**src/rtl/seq_pkg.sv**
```systemverilog
// Shared types and default sizing for the framed sequence-scan controller.
package seq_pkg;

  typedef enum logic [1:0] {
    IDLE = 2'd0,
    RUN  = 2'd1,
    DONE = 2'd2
  } state_t;

  localparam int unsigned MAXLEN_DEF = 8;
  localparam int unsigned CNTW_DEF   = 8;
  localparam int unsigned FLW_DEF    = 16;

  function automatic int unsigned len_width(input int unsigned maxlen);
    return $clog2(maxlen + 1);
  endfunction

  localparam int unsigned LENW_DEF = len_width(MAXLEN_DEF);

endpackage

```
**src/rtl/seq_scan_ctrl_if.sv**
```systemverilog
// Serial bit stream handshake between the bit source and the scan controller.
interface seq_scan_ctrl_if;
  logic in_valid;
  logic in_bit;
  logic in_ready;

  modport master (output in_valid, output in_bit, input in_ready);
  modport slave  (input in_valid, input in_bit, output in_ready);
endinterface

```
**src/rtl/seq_match_window.sv**
```systemverilog
// History shift register, fill counter and masked pattern compare for one job.
module seq_match_window
  import seq_pkg::*;
#(
  parameter int unsigned MAXLEN = MAXLEN_DEF
) (
  input  logic                         clk,
  input  logic                         rst,
  input  logic                         shift_en,
  input  logic                         shift_bit,
  input  logic                         clear,
  input  logic [$clog2(MAXLEN+1)-1:0]  len,
  input  logic                         overlap,
  input  logic [MAXLEN-1:0]            pattern,
  output logic                         match_c
);

  localparam int unsigned LENW = $clog2(MAXLEN + 1);
  localparam int unsigned MW   = MAXLEN + 1;
  localparam int unsigned FW   = LENW + 1;

  logic [MAXLEN-1:0] hist;
  logic [MAXLEN-1:0] hist_nx;
  logic [MAXLEN-1:0] mask;
  logic [MW-1:0]     mask_w;
  logic [LENW-1:0]   fill;
  logic [FW-1:0]     fill_inc;

  // Compare the would-be history against the pattern, restricted to len bits.
  always_comb begin
    hist_nx  = {hist[MAXLEN-2:0], shift_bit};
    fill_inc = {1'b0, fill} + FW'(1);
    mask_w   = (MW'(1) << len) - MW'(1);
    mask     = mask_w[MAXLEN-1:0];
    match_c  = shift_en && (fill_inc >= {1'b0, len}) &&
               (((hist_nx ^ pattern) & mask) == '0);
  end

  always_ff @(posedge clk) begin
    if (rst || clear) begin
      hist <= '0;
      fill <= '0;
    end else if (shift_en) begin
      hist <= hist_nx;
      if (match_c && !overlap) begin
        fill <= '0;
      end else if (fill_inc >= {1'b0, len}) begin
        fill <= len;
      end else begin
        fill <= fill_inc[LENW-1:0];
      end
    end
  end

endmodule

```
**src/rtl/seq_scan_ctrl.sv**
```systemverilog
// Framed sequence-detection controller: config, job FSM, bit counting and match tally.
module seq_scan_ctrl
  import seq_pkg::*;
#(
  parameter int unsigned MAXLEN = MAXLEN_DEF,
  parameter int unsigned CNTW   = CNTW_DEF,
  parameter int unsigned FLW    = FLW_DEF
) (
  input  logic                         clk,
  input  logic                         rst,
  input  logic                         cfg_we,
  input  logic [MAXLEN-1:0]            cfg_pattern,
  input  logic [$clog2(MAXLEN+1)-1:0]  cfg_len,
  input  logic                         cfg_overlap,
  input  logic                         start,
  input  logic [FLW-1:0]               frame_len,
  input  logic                         abort,
  seq_scan_ctrl_if.slave               bus,
  output logic                         busy,
  output logic                         match,
  output logic [CNTW-1:0]              match_count,
  output logic                         done,
  output logic                         err
);

  localparam int unsigned LENW = $clog2(MAXLEN + 1);

  state_t            state;
  logic [MAXLEN-1:0] pattern_q;
  logic [LENW-1:0]   len_q;
  logic              overlap_q;
  logic [FLW-1:0]    frame_len_q;
  logic [FLW-1:0]    bit_cnt;
  logic              in_ready_q;
  logic              cfg_ok_c;
  logic              start_ok_c;
  logic              accept_c;
  logic              win_match_c;

  assign bus.in_ready = in_ready_q;

  // Start qualification uses the stored config, so a same-cycle write cannot affect it.
  always_comb begin
    cfg_ok_c   = (len_q != '0) && (len_q <= LENW'(MAXLEN)) && (frame_len != '0);
    start_ok_c = (state == IDLE) && start && cfg_ok_c;
    accept_c   = (state == RUN) && bus.in_valid && in_ready_q && !abort;
  end

  seq_match_window #(.MAXLEN(MAXLEN)) u_window (
    .clk       (clk),
    .rst       (rst),
    .shift_en  (accept_c),
    .shift_bit (bus.in_bit),
    .clear     (start_ok_c),
    .len       (len_q),
    .overlap   (overlap_q),
    .pattern   (pattern_q),
    .match_c   (win_match_c)
  );

  always_ff @(posedge clk) begin
    if (rst) begin
      state       <= IDLE;
      pattern_q   <= '0;
      len_q       <= '0;
      overlap_q   <= 1'b0;
      frame_len_q <= '0;
      bit_cnt     <= '0;
      in_ready_q  <= 1'b0;
      busy        <= 1'b0;
      match       <= 1'b0;
      match_count <= '0;
      done        <= 1'b0;
      err         <= 1'b0;
    end else begin
      match <= 1'b0;
      done  <= 1'b0;
      err   <= 1'b0;
      unique case (state)
        IDLE: begin
          if (cfg_we) begin
            pattern_q <= cfg_pattern;
            len_q     <= cfg_len;
            overlap_q <= cfg_overlap;
          end
          if (start) begin
            if (start_ok_c) begin
              state       <= RUN;
              in_ready_q  <= 1'b1;
              busy        <= 1'b1;
              match_count <= '0;
              bit_cnt     <= '0;
              frame_len_q <= frame_len;
            end else begin
              err <= 1'b1;
            end
          end
        end
        RUN: begin
          if (abort) begin
            state      <= IDLE;
            in_ready_q <= 1'b0;
            busy       <= 1'b0;
          end else if (accept_c) begin
            bit_cnt <= bit_cnt + FLW'(1);
            match   <= win_match_c;
            if (win_match_c && (match_count != '1)) begin
              match_count <= match_count + CNTW'(1);
            end
            if ((bit_cnt + FLW'(1)) == frame_len_q) begin
              state      <= DONE;
              in_ready_q <= 1'b0;
              done       <= 1'b1;
            end
          end
        end
        DONE: begin
          state <= IDLE;
          busy  <= 1'b0;
        end
        default: begin
          state      <= IDLE;
          in_ready_q <= 1'b0;
          busy       <= 1'b0;
        end
      endcase
    end
  end

endmodule

```
**src/flat_wrapper.sv**
```systemverilog
// flat-port wrapper written by rule: the top's interface ports become plain ports
module seq_scan_ctrl_flat import seq_pkg::*;
#(
  parameter int unsigned MAXLEN = MAXLEN_DEF,
  parameter int unsigned CNTW   = CNTW_DEF,
  parameter int unsigned FLW    = FLW_DEF
)
  (clk, rst, cfg_we, cfg_pattern, cfg_len, cfg_overlap, start, frame_len, abort, busy, match, match_count, done, err, bus_in_valid, bus_in_bit, bus_in_ready);
  seq_scan_ctrl_if bus_i ();
  input  logic clk;
  input  logic rst;
  input  logic cfg_we;
  input  logic [MAXLEN-1:0] cfg_pattern;
  input  logic [$clog2(MAXLEN+1)-1:0] cfg_len;
  input  logic cfg_overlap;
  input  logic start;
  input  logic [FLW-1:0] frame_len;
  input  logic abort;
  output logic busy;
  output logic match;
  output logic [CNTW-1:0] match_count;
  output logic done;
  output logic err;
  input wire logic [$bits(bus_i.in_valid)-1:0] bus_in_valid;
  input wire logic [$bits(bus_i.in_bit)-1:0] bus_in_bit;
  output wire logic [$bits(bus_i.in_ready)-1:0] bus_in_ready;
  assign bus_i.in_valid = bus_in_valid;
  assign bus_i.in_bit = bus_in_bit;
  assign bus_in_ready = bus_i.in_ready;
  seq_scan_ctrl #(.MAXLEN(MAXLEN), .CNTW(CNTW), .FLW(FLW)) u_core (.clk(clk), .rst(rst), .cfg_we(cfg_we), .cfg_pattern(cfg_pattern), .cfg_len(cfg_len), .cfg_overlap(cfg_overlap), .start(start), .frame_len(frame_len), .abort(abort), .bus(bus_i), .busy(busy), .match(match), .match_count(match_count), .done(done), .err(err));
endmodule
```
**config.mk**
```make
export PLATFORM = sky130hd
export DESIGN_NAME = seq_scan_ctrl_flat
export DESIGN_NICKNAME = d
export VERILOG_FILES = /design/src/rtl/seq_pkg.sv /design/src/rtl/seq_scan_ctrl_if.sv /design/src/rtl/seq_match_window.sv /design/src/rtl/seq_scan_ctrl.sv /design/src/flat_wrapper.sv
export SDC_FILE = /design/constraint.sdc
export NUM_CORES = 1
export LEC_CHECK = 0
export CAP_MARGIN = 25
export CORE_UTILIZATION = 30
export CTS_CLUSTER_SIZE = 8
export DETAILED_ROUTE_END_ITERATION = 7
export HOLD_SLACK_MARGIN = 0.05
export PLACE_DENSITY = 0.51
export SYNTH_ARGS = -nofsm -noshare
export SYNTH_HDL_FRONTEND = slang
export SYNTH_SLANG_ARGS = --single-unit
export TNS_END_PERCENT = 1
```
**constraint.sdc**
```tcl
create_clock -name clk -period 4.8 [get_ports clk]
set_input_delay 0.48 -clock clk [delete_from_list [all_inputs] [get_ports clk]]
set_output_delay 0.48 -clock clk [all_outputs]
set_load 0.1 [all_outputs]
```
# == After elaboration in Yosys (flattened, before gate mapping) ==
# Index checks and enable logic that the tools add are counted.
# word_totals
output_inout_bits,13
input_bits,36
register_bits,71
# op_classes
n_addsub,4
shift,1
n_lt_le_gt_ge,2
n_mux,29
reduce_logical,28
bitwise,7
n_eq_ne,12
# ops
operator,n
$mux W16,4
$mux W8,5
$pmux W16 S2,1
$add A16 B1 Y16 const B,1
$eq A16 B16 Y1,1
$pmux W8 S2,1
$reduce_bool A16 Y1,1
$ne A2 B2 Y1 const B,6
$logic_and A1 B1 Y1,11
$mux W2,5
$reduce_and A5 Y1,2
$add A8 B1 Y8 const B,1
$and A8 B8 Y8,1
$logic_not A8 Y1,1
$mux W1,8
$mux W4,2
$ne A8 B8 Y1 const B,1
$shl A1 B4 Y8 const A,1
$sub A8 B2 Y8 const B,1
$xor A8 B8 Y8,1
$ne A3 B3 Y1 const B,2
$reduce_and A3 Y1,2
$reduce_and A6 Y1,1
$add A4 B1 Y5 const B,1
other kinds (17),22

# == Longest topological paths before layout ==
# Gate-level depths: netlist of run 1.
# depth
word_depth,11
depth_mapped,11
mapped_depth_nobuf,9

# == Modules after synthesis ==
# From an unflattened synthesis of run 1, not the netlist that was laid out.
# hier_totals
cells_unflattened,476
hier_area_um2,3757.4
# modules_own_cells
module,area_each_um2,cells_per_inst,instances,seq_area_each_um2
seq_scan_ctrl,2922.8,380,1,1201.2
seq_match_window,834.6,96,1,220.2

# == Least setup slack after synthesis of run 1 ==
# Ideal clock, no wire load.
# synth_timing
kind,register to register
from,"register u_core.in_ready_q, in the netlist u_core.bus.in_ready"
to,register u_core.match_count[5]
arrival_ns,2.577
path_stages_with_launch,8
t_required_ns,4.730
setup_time_ns,0.070
path_slack_ns,2.152
n_path_buf,1
cell_sequence,dfxtp_1 > and4b_1 > o211ai_1 > a2111oi_2 > o2111ai_1 > buf_2 > or3_1 > a21oi_1
# synth_between
elab_chain_len,7
# synth_lines
item,line,source
"start, declared",seq_scan_ctrl.sv:34,logic in_ready_q;
"start signal, assigned",seq_scan_ctrl.sv:69,in_ready_q <= 1'b0;
"start signal, assigned",seq_scan_ctrl.sv:89,in_ready_q <= 1'b1;
"start signal, assigned",seq_scan_ctrl.sv:102,in_ready_q <= 1'b0;
$logic_and A1 B1 Y1 * (2 in a row),seq_scan_ctrl.sv:46,accept_c = (state == RUN) && bus.in_valid && in_ready_q && !abort;
$logic_and A1 B1 Y1 (2 in a row),seq_match_window.sv:35,"match_c = shift_en && (fill_inc >= {1'b0, len}) &&"
$logic_and A1 B1 Y1,seq_scan_ctrl.sv:107,if (win_match_c && (match_count != '1)) begin
$ne A2 B2 Y1 (no line),-,
$reduce_and A6 Y1 (no line) *,-,
"end signal, assigned",seq_scan_ctrl.sv:108,match_count <= match_count + CNTW'(1);
"end, declared",seq_scan_ctrl.sv:21,"output logic [CNTW-1:0] match_count,"
# Mark *: on every way between the ends. The rest lies on a longest branch, timed or not.
# A chain may end at the register's enable or synchronous reset.

# == Worst setup path after layout of run 1 ==
# layout_timing
from,register u_core.len_q[3]
to,register u_core.match_count[6]
# layout_between
elab_chain_len,8
# layout_lines
item,line,source
"start, declared",seq_scan_ctrl.sv:30,logic [LENW-1:0] len_q;
"start signal, assigned",seq_scan_ctrl.sv:83,len_q <= cfg_len;
$shl A1 B4 Y8,seq_match_window.sv:33,mask_w = (MW'(1) << len) - MW'(1);
$sub A8 B2 Y8,seq_match_window.sv:33,
$and A8 B8 Y8,seq_match_window.sv:36,(((hist_nx ^ pattern) & mask) == '0);
$logic_not A8 Y1,seq_match_window.sv:36,
$logic_and A1 B1 Y1,seq_match_window.sv:35,
$logic_and A1 B1 Y1,seq_scan_ctrl.sv:107,
$ne A2 B2 Y1 (no line),-,
$reduce_and A6 Y1 (no line) *,-,
# Marked as above.

==> impl_metrics.ini, run 1 <==
[job]
max-cap-violations = 0

[routing]
first_pass_iters = 4
drtAntennaViolNets = 0
drc = 0
avgViaCountPerCell = 5.17
routed_wirelength_um = 10300
vias = 3551
wl_per_cell_um = 14.9
drt_iter0_drc = 260

[clock_network]
clk_pin_slew_worst_paths_ns = 0.06
numCtsBuffers = 9
cts_tree = yes
cts_resized = 0
clock-root-buffer = clkbuf_16
clock_latency_ns = 0.33
post_cts_buffers = 0
htree_levels = 3
cts.sinks = 71
clockBufferDepth = 2
cts.hold.buffers_added = 0

[timing]
tns_ns = 0
post-route-worst-setup-slack_ns = 1.67
timing.fmax_mhz = 319
rsz0062_at_grt = false
worst_slew_pin_slew_ns = 0.976
max-slew-margin-rel = 0.347
drv_slew = 0
skew_ns = 0.00526
hold_violations = 0
timing.final.crit_period_ns = 3.13
setup_violations = 0
fin_crit_sh = 0.653

[setup_path]
cp.arrival_ns = 3.38
crit_buf_inv = 0
crit_fanout = 13
crit_chain = or4_4, ha_1, o211ai_1, a2111oi_2, o2111ai_1, or4_1, a21oi_1
path_class = register to register
cp_top_family = simple AND/OR/NAND/NOR gates
slowest_delay_ns = 0.60
critPathSlowestCell = or4_4
required_ns = 5.04
cp-start-kind = register
end_kind = register

[floorplanning]
die_w_um = 116
rows = 41
start_util = 0.310
ios = 49
die_height_um = 116
die-area_mm2 = 0.0135
core_area_mm2 = 0.0127

[place]
dp_hpwl_um = 7310
gp_congestion = 0.844
pre_cts_slack_ns = 1.66
portBuffers = 48

[cells_and_area]
nNetsFinal = 554
diodes = 0
area_delta_synth_final_pct = 23.6
layout_common_cells = 71 x dfxtp_1, 67 x nand2_1, 47 x clkdlybuf4s50_1
final_common_cell = dfxtp_1
drive_above_1_share = 0.0835

[power]
power.density_mw_per_mm2 = 320
p_total_w = 0.00155
peakVddDrop_mv = 0.161
power.leakage_nw = 1.76

[synthesis]
synth_cells = 476
synth_top_area_share = 0.362
avgSynthCellArea_um2 = 8.24
synth-warning-count = 0
synth_top_area_cell = dfxtp_1
synth_edf_count = 0
syn_nets = 520
seq_area_frac_synth = 0.362
async_flop_share = 0
synth-seq-cells = 71
synth.distinct_cells = 64
yosys-top-cells-area = dfxtp_1 36%, nand2_1 6.4%, a21oi_1 5.5%
synth_area_mm2 = 0.00392
synthFlopType = dfxtp_1

[global_route]
use_met3 = 0.0285
grt_pass1_wl_um = 16900
antenna_found_initial = 0
grt_use_met2 = 0.252
grt_usage = 0.162
grt_pass1_vias = 3381
top_usage_layer = met2
grt_max_degree = 52
use_met1 = 0.216
grt-ovfl-total = 0

[hold_path]
hold_path.class = register to register

[run_status]
status = finished clean
-- cells by family (layout without fill, tap and decap cells) --
group                    after synthesis  in the layout  synth area share
adder cells (fa/ha/maj)                8              8            0.0255
multiplexers                          24             24            0.0625
flip-flops                            71             71             0.362
AO/OA/AOI/OAI                        108            108             0.177
buffers and inverters                 36             75            0.0408
XOR/XNOR                              31             31            0.0692
AND/OR/NAND/NOR                      198            198             0.262
-- Yosys cell counts, types with 4 or more instances --
cell type	n
o21ai_0	18
inv_1	7
a21o_1	5
xor2_1	9
nand4_1	6
mux2_2	4
ha_1	8
a31oi_1	5
and3_1	11
buf_2	5
nand3_1	16
a21oi_1	43
nor4_1	7
or4_1	4
nor2_1	43
a311oi_1	6
xnor2_1	22
nand2_1	67
mux2i_1	20
or3_1	7
clkbuf_1	19
dfxtp_1	71
and2_1	4
o211ai_1	7
-- power by group --
part	switching (W)	leakage [nW]	internal (W)
registers	0.0000260	0.577	0.000612
clock network	0.000258	0.147	0.000445
logic	0.000118	1.03	0.0000936
-- sequential cells by signal (all words and copies together), names as in the netlist --
name,cells
u_core.pattern_q,8
u_core.len_q,4
u_core.match_count,8
u_core.match,1
u_core.u_window.fill,4
u_core.err,1
u_core.bus.in_ready,1
u_core.frame_len_q,16
u_core.state,2
u_core.overlap_q,1
u_core.done,1
u_core.u_window.hist,7
u_core.busy,1
u_core.bit_cnt,16
-- path summary, 6_finish.rpt --
| kind | start | end | slack [ns] | depth (start not counted) |
|---|---|---|---|---|
| hold / removal | u_core.u_window.hist[6]$_SDFFE_PP0P_ | u_core.u_window.hist[6]$_SDFFE_PP0P_ | 0.47 | 2 |
| setup / recovery | u_core.len_q[3]$_SDFFE_PP0P_ | u_core.match_count[6]$_SDFFE_PP0P_ | 1.67 | 7 |
| hold reg to reg | u_core.u_window.hist[6]$_SDFFE_PP0P_ | u_core.u_window.hist[6]$_SDFFE_PP0P_ | 0.47 | 2 |
| setup reg to reg | u_core.len_q[3]$_SDFFE_PP0P_ | u_core.match_count[6]$_SDFFE_PP0P_ | 1.67 | 7 |
-- layer usage --
metal  up-vias  share of wire
li1       1791              -
met1      1658           0.49
met2        87           0.44
met3        15          0.049
met4         0          0.019
met5         -              0
-- tightest hold or removal path, cell delays in order (launching register included) --
cell and delay [ns]:
dfxtp_1 0.32, nand2_1 0.05, a21oi_1 0.05
-- layout make-up --
type | count | area [µm²]
clock buffer | 12 | 267
fill | 1315 | 7820
clock inverter | 4 | 52.6
timing repair buffer | 52 | 526
sequential | 71 | 1420
inverter | 7 | 26.3
multi-input combinational | 369 | 2340
tap | 172 | 215
-- stage by stage --
stage | utilization | instances | instance area (µm²) | hold WS [ns]
2_1_floorplan | - | 476 | 3920 | 0.448
3_3_place_gp | 0.355 | 670 | 4500 | 0.461
3_5_place_dp | 0.355 | 670 | 4500 | 0.465
4_1_cts | 0.380 | 686 | 4820 | 0.476
5_1_grt | 0.383 | 687 | 4850 | 0.492
6_report | 0.383 | 687 | 4850 | 0.472
Power figures use the tool's default switching activity.
==> inputs of run 2 (changes only) <==
PLACE_DENSITY = 0.53   (was 0.51)
clock period = 2.61 ns   (was 4.8 ns; I/O delays follow)
==> impl_metrics.ini, run 2 (synthesis results as in run 1) <==
[timing]
hold_ws_ns = 0.212
timing.fmax_mhz = 398
setup_violations = 0
hold_violations = 0
worst_slew_pin_slew_ns = 0.713
skew_ns = 0.00645
timing.final.crit_period_ns = 2.51
fin_crit_sh = 0.962
drv_slew = 0
max-slew-margin-rel = 0.525

[routing]
vias = 3675
drtAntennaViolNets = 0
wl_per_cell_um = 14.8
drt_iter0_drc = 274
avgViaCountPerCell = 5.19
first_pass_iters = 4
drc = 0
routed_wirelength_um = 10500

[global_route]
use_met3 = 0.0322
grt_usage = 0.165
grt_pass1_vias = 3485
grt_max_degree = 47
antenna_found_initial = 0
grt_use_met2 = 0.250
grt-ovfl-total = 0
use_met1 = 0.227
grt_pass1_wl_um = 17200
top_usage_layer = met2

[cells_and_area]
diodes = 0
postLayoutCellArea_mm2 = 0.00499
final_common_cell = dfxtp_1
area_delta_synth_final_pct = 27.2
drive_above_1_share = 0.146
layout_common_cells = 70 x dfxtp_1, 67 x nand2_1, 43 x nor2_1, 43 x a21oi_1, 37 x buf_4
top_regs = u_core.bit_cnt: 16 flops, u_core.frame_len_q: 16 flops
nNetsFinal = 575

[floorplanning]
die-area_mm2 = 0.0135
start_util = 0.310
rows = 41
die_height_um = 116
die_w_um = 116
ios = 49
core_area_mm2 = 0.0127

[setup_path]
end_kind = register
crit_fanout = 4
path_class = register to register
critPathSlowestCell = or4_4
r2r_slack_ns = 0.1
crit_chain = or4_4, ha_4, o22ai_1, or4_1, nand4bb_2, o211ai_1, a21oi_1
r2r_start = u_core.len_q[3]$_SDFFE_PP0P_
cp-start-kind = register
rr_endpoint = u_core.u_window.fill[3]$_SDFFE_PP0P_
cp_top_family = simple AND/OR/NAND/NOR gates
slowest_delay_ns = 0.58
required_ns = 2.83
crit_buf_inv = 0
cp.arrival_ns = 2.73
worst-r2r-cell-count = 7

[run_status]
status = finished clean

[clock_network]
clock-root-buffer = clkbuf_16
clk_pin_slew_worst_paths_ns = 0.06
post_cts_buffers = 0
clockBufferDepth = 2
cts.sinks = 71
numCtsBuffers = 9
htree_levels = 3
cts_tree = yes
clock_latency_ns = 0.34

[job]
max-cap-violations = 0

[place]
dp_hpwl_um = 7780
dpl_cell_area_mm2 = 0.00466
portBuffers = 48
gp_congestion = 0.852

[hold_path]
hold_path_startpoint = rst
hold_depth = 2
hold_path_end = u_core.state[0]$_SDFFE_PP0P_
hold_path.class = input pin to register

[power]
power.density_mw_per_mm2 = 592
p_seq_frac = 0.394
combPwrFrac = 0.149
p_total_w = 0.00295
p_int_w = 0.00221
power.leakage_nw = 1.90
peakVddDrop_mv = 0.284
p_clk_frac = 0.457
netSwitchingPower_w = 0.000740
p_sw_frac = 0.251
==> run 2: how the worst max path moves through the flow <==
| stage | start | endpoint | depth (start not counted) |
|---|---|---|---|
| detailed placement | u_core.len_q[3]$_SDFFE_PP0P_ | u_core.match_count[6]$_SDFFE_PP0P_ | 8 |
| global placement | u_core.len_q[3]$_SDFFE_PP0P_ | u_core.match_count[2]$_SDFFE_PP0P_ | 8 |
| floorplan | u_core.len_q[3]$_SDFFE_PP0P_ | u_core.match_count[5]$_SDFFE_PP0P_ | 9 |
| global route | u_core.len_q[3]$_SDFFE_PP0P_ | u_core.u_window.fill[3]$_SDFFE_PP0P_ | 7 |
| finish | u_core.len_q[3]$_SDFFE_PP0P_ | u_core.u_window.fill[3]$_SDFFE_PP0P_ | 7 |
| CTS | u_core.len_q[3]$_SDFFE_PP0P_ | u_core.match_count[6]$_SDFFE_PP0P_ | 8 |
==> run 2: final cells by class <==
class	count	area (µm²)
timing repair buffer	73	643
sequential	71	1420
clock inverter	3	65.1
multi-input combinational	369	2360
tap	172	215
fill	1291	7680
clock buffer	13	260
inverter	7	26.3
==> run 2: what timing repair did <==
item | 4_1_cts | 5_1_grt
setup endpoints to repair | 0 | 8
hold buffers | 0 | 0
resized for setup | 0 | 1
==> run 2: per-layer routing <==
metal	wire length (µm)	part of all wire	vias up
met4	195	0.019	0
li1	-	-	1833
met3	402	0.038	13
met5	0	0	-
met1	5370	0.51	1754
met2	4540	0.43	75
==> run 2: per-stage QoR <==
step | setup WS [ns] | TNS, ns | instances | utilization
final | 0.0992 | 0 | 708 | 0.394
after global routing | -0.00318 | -0.00318 | 708 | 0.394
after CTS | 0.0450 | 0 | 708 | 0.394
after detailed placement | 0.0493 | 0 | 692 | 0.368
after global placement | 0.0865 | 0 | 692 | 0.368
after floorplan | 0.00940 | 0 | 476 | -
==> run 2: power groups by stage <==
stage | clock network (W) | registers [W] | logic [W]
2_1_floorplan | 0 | 0.00121 | 0.000244
3_3_place_gp | 0 | 0.00119 | 0.000435
3_5_place_dp | 0 | 0.00119 | 0.000440
4_1_cts | 0.00139 | 0.00116 | 0.000441
5_1_grt | 0.00142 | 0.00117 | 0.000476
6_report | 0.00135 | 0.00116 | 0.000440
==> inputs of run 3 (changes only) <==
CTS_CLUSTER_SIZE = 12   (was 8)
==> results of run 3 <==
The final DEF is identical to that of run 2; final timing and power are the same.
